--- src/rtl/ca_generation_stepper.sv ---
// ca_generation_stepper
// Advances a 1-D elementary cellular automaton by one generation per synchronised
// rising edge of a slow tick (or per step pulse while paused). The next row is
// built one cell per clock in a shadow register. It is committed to the visible
// row only while vblank is high, so the display never shows a partly updated row.
module ca_generation_stepper #(
  parameter int               WIDTH = 80,
  parameter logic [WIDTH-1:0] SEED  = {{(WIDTH-1){1'b0}}, 1'b1} << (WIDTH/2),
  parameter int               GENW  = 16
) (
  input  logic             clk_in,
  input  logic             rstn,
  input  logic             tick_in,
  input  logic             run,
  input  logic             step,
  input  logic [7:0]       rule,
  input  logic             vblank,
  output logic [WIDTH-1:0] row,
  output logic [GENW-1:0]  gen_count,
  output logic             busy,
  output logic             updated
);

  localparam int            IW   = (WIDTH > 1) ? $clog2(WIDTH) : 1;
  localparam logic [IW-1:0] LAST = IW'(WIDTH-1);

  typedef enum logic [1:0] {
    IDLE    = 2'd0,
    COMPUTE = 2'd1,
    COMMIT  = 2'd2
  } state_t;

  state_t           state;
  state_t           state_nx;
  logic             sync1;
  logic             sync2;
  logic             sync3;
  logic             tick_edge;
  logic             req;
  logic             start;
  logic             commit;
  logic             pending;
  logic [7:0]       rule_q;
  logic [IW-1:0]    idx;
  logic [IW-1:0]    idx_l;
  logic [IW-1:0]    idx_r;
  logic             cell_nx;
  logic [WIDTH-1:0] next_row;

  // tick_in is asynchronous: two flops for metastability, a third for edge detect
  always_ff @(posedge clk_in or negedge rstn) begin
    if (!rstn) begin
      sync1 <= 1'b0;
      sync2 <= 1'b0;
      sync3 <= 1'b0;
    end else begin
      sync1 <= tick_in;
      sync2 <= sync1;
      sync3 <= sync2;
    end
  end

  assign tick_edge = sync2 & ~sync3;
  // A tick only counts while running; a step only counts while paused
  assign req       = (tick_edge & run) | (step & ~run);

  // Single-entry request latch; starting a generation wins over a new request
  always_ff @(posedge clk_in or negedge rstn) begin
    if (!rstn) begin
      pending <= 1'b0;
    end else if (start) begin
      pending <= 1'b0;
    end else if (req) begin
      pending <= 1'b1;
    end else begin
      pending <= pending;
    end
  end

  // Next-state logic and the start/commit strobes that steer the datapath
  always_comb begin
    state_nx = state;
    start    = 1'b0;
    commit   = 1'b0;
    case (state)
      IDLE: begin
        if (pending) begin
          state_nx = COMPUTE;
          start    = 1'b1;
        end else begin
          state_nx = IDLE;
        end
      end
      COMPUTE: begin
        if (idx == LAST) begin
          state_nx = COMMIT;
        end else begin
          state_nx = COMPUTE;
        end
      end
      COMMIT: begin
        if (vblank) begin
          state_nx = IDLE;
          commit   = 1'b1;
        end else begin
          state_nx = COMMIT;
        end
      end
      default: begin
        state_nx = IDLE;
      end
    endcase
  end

  // State register
  always_ff @(posedge clk_in or negedge rstn) begin
    if (!rstn) begin
      state <= IDLE;
    end else begin
      state <= state_nx;
    end
  end

  // Toroidal neighbour lookup: the left edge wraps to cell 0, the right edge to WIDTH-1
  always_comb begin
    idx_l   = (idx == LAST) ? IW'(0) : idx + IW'(1);
    idx_r   = (idx == IW'(0)) ? LAST : idx - IW'(1);
    cell_nx = rule_q[{row[idx_l], row[idx], row[idx_r]}];
  end

  // Shadow row: rule is frozen at start, then one cell is produced per clock
  always_ff @(posedge clk_in or negedge rstn) begin
    if (!rstn) begin
      rule_q   <= 8'd0;
      idx      <= IW'(0);
      next_row <= {WIDTH{1'b0}};
    end else if (start) begin
      rule_q   <= rule;
      idx      <= IW'(0);
      next_row <= next_row;
    end else if (state == COMPUTE) begin
      rule_q        <= rule_q;
      idx           <= idx + IW'(1);
      next_row[idx] <= cell_nx;
    end else begin
      rule_q   <= rule_q;
      idx      <= idx;
      next_row <= next_row;
    end
  end

  // Visible row, generation counter and the post-commit pulse
  always_ff @(posedge clk_in or negedge rstn) begin
    if (!rstn) begin
      row       <= SEED;
      gen_count <= {GENW{1'b0}};
      updated   <= 1'b0;
    end else if (commit) begin
      row       <= next_row;
      gen_count <= gen_count + {{(GENW-1){1'b0}}, 1'b1};
      updated   <= 1'b1;
    end else begin
      row       <= row;
      gen_count <= gen_count;
      updated   <= 1'b0;
    end
  end

  assign busy = (state != IDLE);

endmodule

--- config.mk ---
export PLATFORM = sky130hd
export DESIGN_NAME = ca_generation_stepper
export DESIGN_NICKNAME = d
export VERILOG_FILES = /design/src/rtl/ca_generation_stepper.sv
export SDC_FILE = /design/constraint.sdc
export NUM_CORES = 1
export LEC_CHECK = 0
export CAP_MARGIN = 20
export CORE_ASPECT_RATIO = 0.75
export CORE_MARGIN = 10
export CORE_UTILIZATION = 45
export DETAILED_ROUTE_END_ITERATION = 10
export GPL_TIMING_DRIVEN = 0
export PLACE_DENSITY = 0.66
export SLEW_MARGIN = 30
export SYNTH_ARGS = -nofsm -noshare
export SYNTH_HDL_FRONTEND = slang
export SYNTH_SLANG_ARGS = --single-unit
--- constraint.sdc ---
create_clock -name clk_in -period 4.3 [get_ports clk_in]
set_input_delay 0.86 -clock clk_in [delete_from_list [all_inputs] [get_ports clk_in]]
set_output_delay 0.86 -clock clk_in [all_outputs]
set_load 0.02 [all_outputs]
# After elaboration in Yosys (flattened, before gate mapping)
# Cells that the tools add are included.
# totals
ram_bits	0
latch_bits	0
ff_bits	198
mem_bits_ro	0
memories	0
output_inout_bits	98
wordCells	62
in_bits	14
# op_classes
div	0
reduce_logical	7
bitwise_logic	7
multipliers	0
n_eq_ne	3
order_cmp	5
shift	0
addsub	3
muxes	26
# op_table
operator	count
$bwmux 80	1
$mux 7	4
$lt 7x8->1 const B	3
$bmux 1 s7	3
$add 16x1->16 const B	1
$mux 1	13
$add 7x1->7 const B	1
$demux 1 s7	1
$eq 7x7->1 const B	1
$ge 7x1->1 const B	1
$logic_not 7->1	1
$sub 7x1->7 const B	1
$pmux 2 s3	1
$reduce_bool 2->1	3
$lt 3x4->1 const B	1
$mux 2	2
$and 1x1->1	3
$bmux 1 s3	1
$not 1->1	3
$eq 2x1->1 const B	1
$eq 2x2->1 const B	1
$logic_not 2->1	1
$reduce_and 2->1	1
$logic_and 1x1->1	1
$or 1x1->1	1

# Depth between registers and ports, before layout
# logic_depth
depth_word	7
mapped_depth	18
mapped_depth_nobuf	12

# Least setup slack after synthesis
# OpenSTA, ideal clock, no wires.
# synth_timing
path_type	register to register
startpoint	register idx[0]
endpoint	register next_row[79]
arrival_ns	3.823
setup_ns	0.151
path_slack_ns	0.326
path_stages_with_launch	16
cell_sequence	dfrtp_1 -> inv_1 -> buf_2 -> clkbuf_1 -> ha_1 -> clkbuf_1 -> xor2_1 -> mux4_2 -> nor2_1 -> nor2_1 -> o41ai_1 -> nor3_2 -> a31oi_2 -> mux2i_4 -> buf_8 -> a31oi_2
# synth_between
elab_chain_len	7
# synth_rtl
item	line	text
start: declaration	44	logic [IW-1:0] idx;
start signal: assignment	143	idx <= idx + IW'(1);
start signal: assignment	147	idx <= idx;
$sub 7x1->7 (tied with other cells)	127	idx_r = (idx == IW'(0)) ? LAST : idx - IW'(1);
$mux 7 (on tied branches)	127, 126	
$bmux 1 s7	128	cell_nx = rule_q[{row[idx_l], row[idx], row[idx_r]}];
$mux 1 (implied by the code)	128	
$bmux 1 s3	128	
$mux 1 (implied by the code)	128	
$bwmux 80 (*)	144	next_row[idx] <= cell_nx;
end signal: assignment	136	next_row <= {WIDTH{1'b0}};
end signal: indexed assignment	144	
end signal: assignment	148	next_row <= next_row;
end: declaration	48	logic [WIDTH-1:0] next_row;
# Mark *: on every way between the ends. The rest lies on a longest branch, timed or not. The select of a mux whose other input is x is not followed.
# A chain may end at the register's enable or synchronous reset.

# Final worst setup path
# layout_timing
startpoint	register idx[0]
endpoint	register next_row[34]
# The elaborated chain is that of the path after synthesis.

==> impl_metrics.env <==
export IMPL_core_mm2=0.02379
export IMPL_slew_viol_final=0
export IMPL_cts_tree="yes"
export IMPL_hold_viol=0
export IMPL_synth_edf_count=0
export IMPL_start_util=0.4544
export IMPL_syn_area_mm2=0.01081
export IMPL_syn_num_nets=1203
export IMPL_switchingPower_w=0.005879
export IMPL_end_kind="flop"
export IMPL_ys_types=70
export IMPL_overflow=0
export IMPL_final_core_util=0.5556
export IMPL_grt_pass1_vias=9884
export IMPL_routedWlPerCell_um=28.97
export IMPL_tightestPinTransition_ps=1082
export IMPL_power_leakage_nw=5.798
export IMPL_synth_area_leader_cell="dfrtp_1"
export IMPL_internal_power_w=0.005250
export IMPL_clkPwrFrac=0.144
export IMPL_crit_path_frequent_cell="buf_6"
export IMPL_fin_skew_ps=10.48
export IMPL_root_buffer="clkbuf_16"
export IMPL_avgSynthCellArea_um2=9.114
export IMPL_slowest_delay_ps=490
export IMPL_drc_errors=0
export IMPL_cp_arrival_ps=4530
export IMPL_syn_inst=1186
export IMPL_clock_latency_ps=460
export IMPL_cts_clk_slew_worst_paths_ps=80
export IMPL_ys_ff_latch=198
export IMPL_drt_iter0_drc=1321
export IMPL_grt_antenna_before_repair=0
export IMPL_status="complete, no violations"
export IMPL_async_flop_share=1.000
export IMPL_swShare=0.5283
export IMPL_fp_dieW_um=199.0
export IMPL_viasPerCell=6.440
export IMPL_rows=49
export IMPL_final_cell_area_mm2=0.01322
export IMPL_fmax_mhz=236.9
export IMPL_antenna_cells=0
export IMPL_max_cap_violations=0
export IMPL_routed_wl_um=47570
export IMPL_peakVddDrop_mv=0.7041
export IMPL_dp_cells=1605
export IMPL_power_density_mw_per_mm2=842.0
export IMPL_grt_pass1_wl_um=69060
export IMPL_route_vias_total=10574
export IMPL_critPathMaxFanout=10
export IMPL_slowest_stage="dfrtp_2"
export IMPL_rsz0062_at_grt="no"
export IMPL_dr_pass1_iters=5
export IMPL_dp_hpwl_um=33560
export IMPL_combPwrFrac=0.641
export IMPL_synth_yosys_seq_area_share=0.4585
export IMPL_gp_congestion=1.032
export IMPL_period_needed_ps=4222
export IMPL_cts_sinks=198
export IMPL_p_total_w=0.01113
export IMPL_ios=112
export IMPL_worstSetupStartpointType="flop"
export IMPL_fin_cells=1642
export IMPL_fin_nets=1340
export IMPL_htree_levels=4
export IMPL_setup_viol=0
export IMPL_ant_nets=0
export IMPL_fp_dieH_um=154.2
export IMPL_grt_max_degree=86
export IMPL_cp_cell_sequence="inv_2, buf_6, buf_4, ha_4, nand2b_2, clkbuf_4, nand2_2, o22ai_1, a2111oi_2, nor4_2, nor3_2, a31oi_2, mux2i_4, buf_12, buf_6, a31oi_1"
export IMPL_floorplan_die_area_mm2=0.03068
export IMPL_seqPwrFrac=0.214
export IMPL_synth_commonest_cells="312 x nand2_1, 197 x dfrtp_1, 116 x a21oi_1"
export IMPL_worst_setup_path_type="reg -> reg"
export IMPL_ys_warn_count=0
export IMPL_worstPathRequired_ps=4610
export IMPL_finalCritPeriodShare=0.9818
export IMPL_numCtsBuffers=17
export IMPL_yosys_most_used_dff="dfrtp_1"
export IMPL_synth_area_top_cells="dfrtp_1 46%, nand2_1 11%, a21oi_1 5.4%"
export IMPL_placed_area_mm2=0.01239
export IMPL_max_slew_margin=0.2786
export IMPL_holdCritPathClass="in -> async"
export IMPL_synth_top_area_share=0.4561
export IMPL_drive_gt1_frac=0.1467
export IMPL_syn2layout_area_growth_pct=22.27
export IMPL_clock_path_buffers=2
export IMPL_portBuffers=111
export IMPL_synth_most_common_cell="nand2_1"
export IMPL_grt_usage=0.3093
## sequential cells by signal, indices dropped and copies added, names as in the netlist
| name | cells |
|---|---|
| next_row | 80 |
| sync2 | 1 |
| gen_count | 16 |
| idx | 7 |
| state | 2 |
| updated | 1 |
| sync3 | 1 |
| sync1 | 1 |
| rule_q | 8 |
| row | 80 |
| pending | 1 |
## path summary, 6_finish.rpt
check | end | depth (start not counted) | slack (ps) | start
min in group clk_in | sync2 | 0 | 360 | sync1
worst max-delay path | next_row[34] | 16 | 80 | idx[0]
worst min-delay path | updated | 1 | 260 | rstn
worst min register to register | sync2 | 0 | 360 | sync1
max in group asynchronous | row[40] | 2 | 3300 | rstn
worst max register to register | next_row[34] | 16 | 80 | idx[0]
## cell usage in the layout, fill, tap and decap left out, drive strengths merged, types with 8 or more instances in the layout
cell type,Yosys,routed
nand2b,9,9
nand3,19,19
clkdlybuf4s50,0,110
mux2i,21,21
mux2,19,19
clkbuf,63,79
a211oi,8,8
dfrtp,197,197
nand2,312,312
clkinv,1,8
a31oi,90,90
nor3,30,30
inv,19,25
a21oi,117,117
xnor2,21,21
buf,37,47
mux4,24,24
o22ai,17,17
nor2,40,40
o21ai,42,42
## power by group through the flow
stage / Sequential, W / Combinational [W] / Clock, W
2_1_floorplan: 0.00236 / 0.00407 / 0
3_3_place_gp: 0.00240 / 0.00636 / 0
3_5_place_dp: 0.00240 / 0.00635 / 0
4_1_cts: 0.00237 / 0.00673 / 0.00163
5_1_grt: 0.00241 / 0.00736 / 0.00169
6_report: 0.00238 / 0.00714 / 0.00161
## routing by layer
metal / routed length [um] / GRT usage / part of all wire
met4: 1581 / 0.1225 / 0.033
met1: 20920 / 0.4548 / 0.44
met5: 0 / 0 / 0
met3: 5791 / 0.09735 / 0.12
met2: 19280 / 0.4078 / 0.41
## cell type report
| cell class | instances | area, um^2 |
|---|---|---|
| clock buffer | 18 | 439.2 |
| multi-input combinational | 868 | 5438 |
| timing repair buffer | 121 | 1244 |
| buffer | 97 | 536.8 |
| sequential | 198 | 4957 |
| clock inverter | 14 | 138.9 |
| fill | 2166 | 10570 |
| inverter | 20 | 80.08 |
| tap | 306 | 382.9 |
## metrics by stage
step / setup slack (ps) / hold WS (ps) / setup TNS, ps
after detailed placement: -1571 / 337.8 / -120310
after floorplan: 326.4 / 331.2 / 0
after CTS: 5.265 / 261.5 / 0
final: 78.25 / 259.6 / 0
after global placement: -5953 / 344.2 / -1294910
after global routing: 24.59 / 272.0 / 0
## cells by family after synthesis
logic type,after synthesis,share of synthesized area
AO/OA/AOI/OAI,324,0.1952
XOR/XNOR,28,0.02338
adder cells (fa/ha/maj),3,0.003473
buffers and inverters,120,0.05348
flip-flops,198,0.4585
multiplexers,64,0.09040
AND/OR/NAND/NOR,449,0.1756
## timing repair
item	4_1_cts	5_1_grt
setup buffers	3	5
endpoints found under the hold margin	0	0
resized for setup	30	18
hold buffers	0	0
endpoints found under the setup margin	80	80
pin swaps	2	2
## worst max-delay path, delay by kind of cell, from the launching register on
kind	cells	cell delay (ps)
AOI/OAI and AO/OA	4	860
adders and majority gates	1	260
muxes	1	210
and+or+nand+nor	4	850
buffers and inverters	6	1340
DFF	1	490
(Power assumes the default switching activity.)
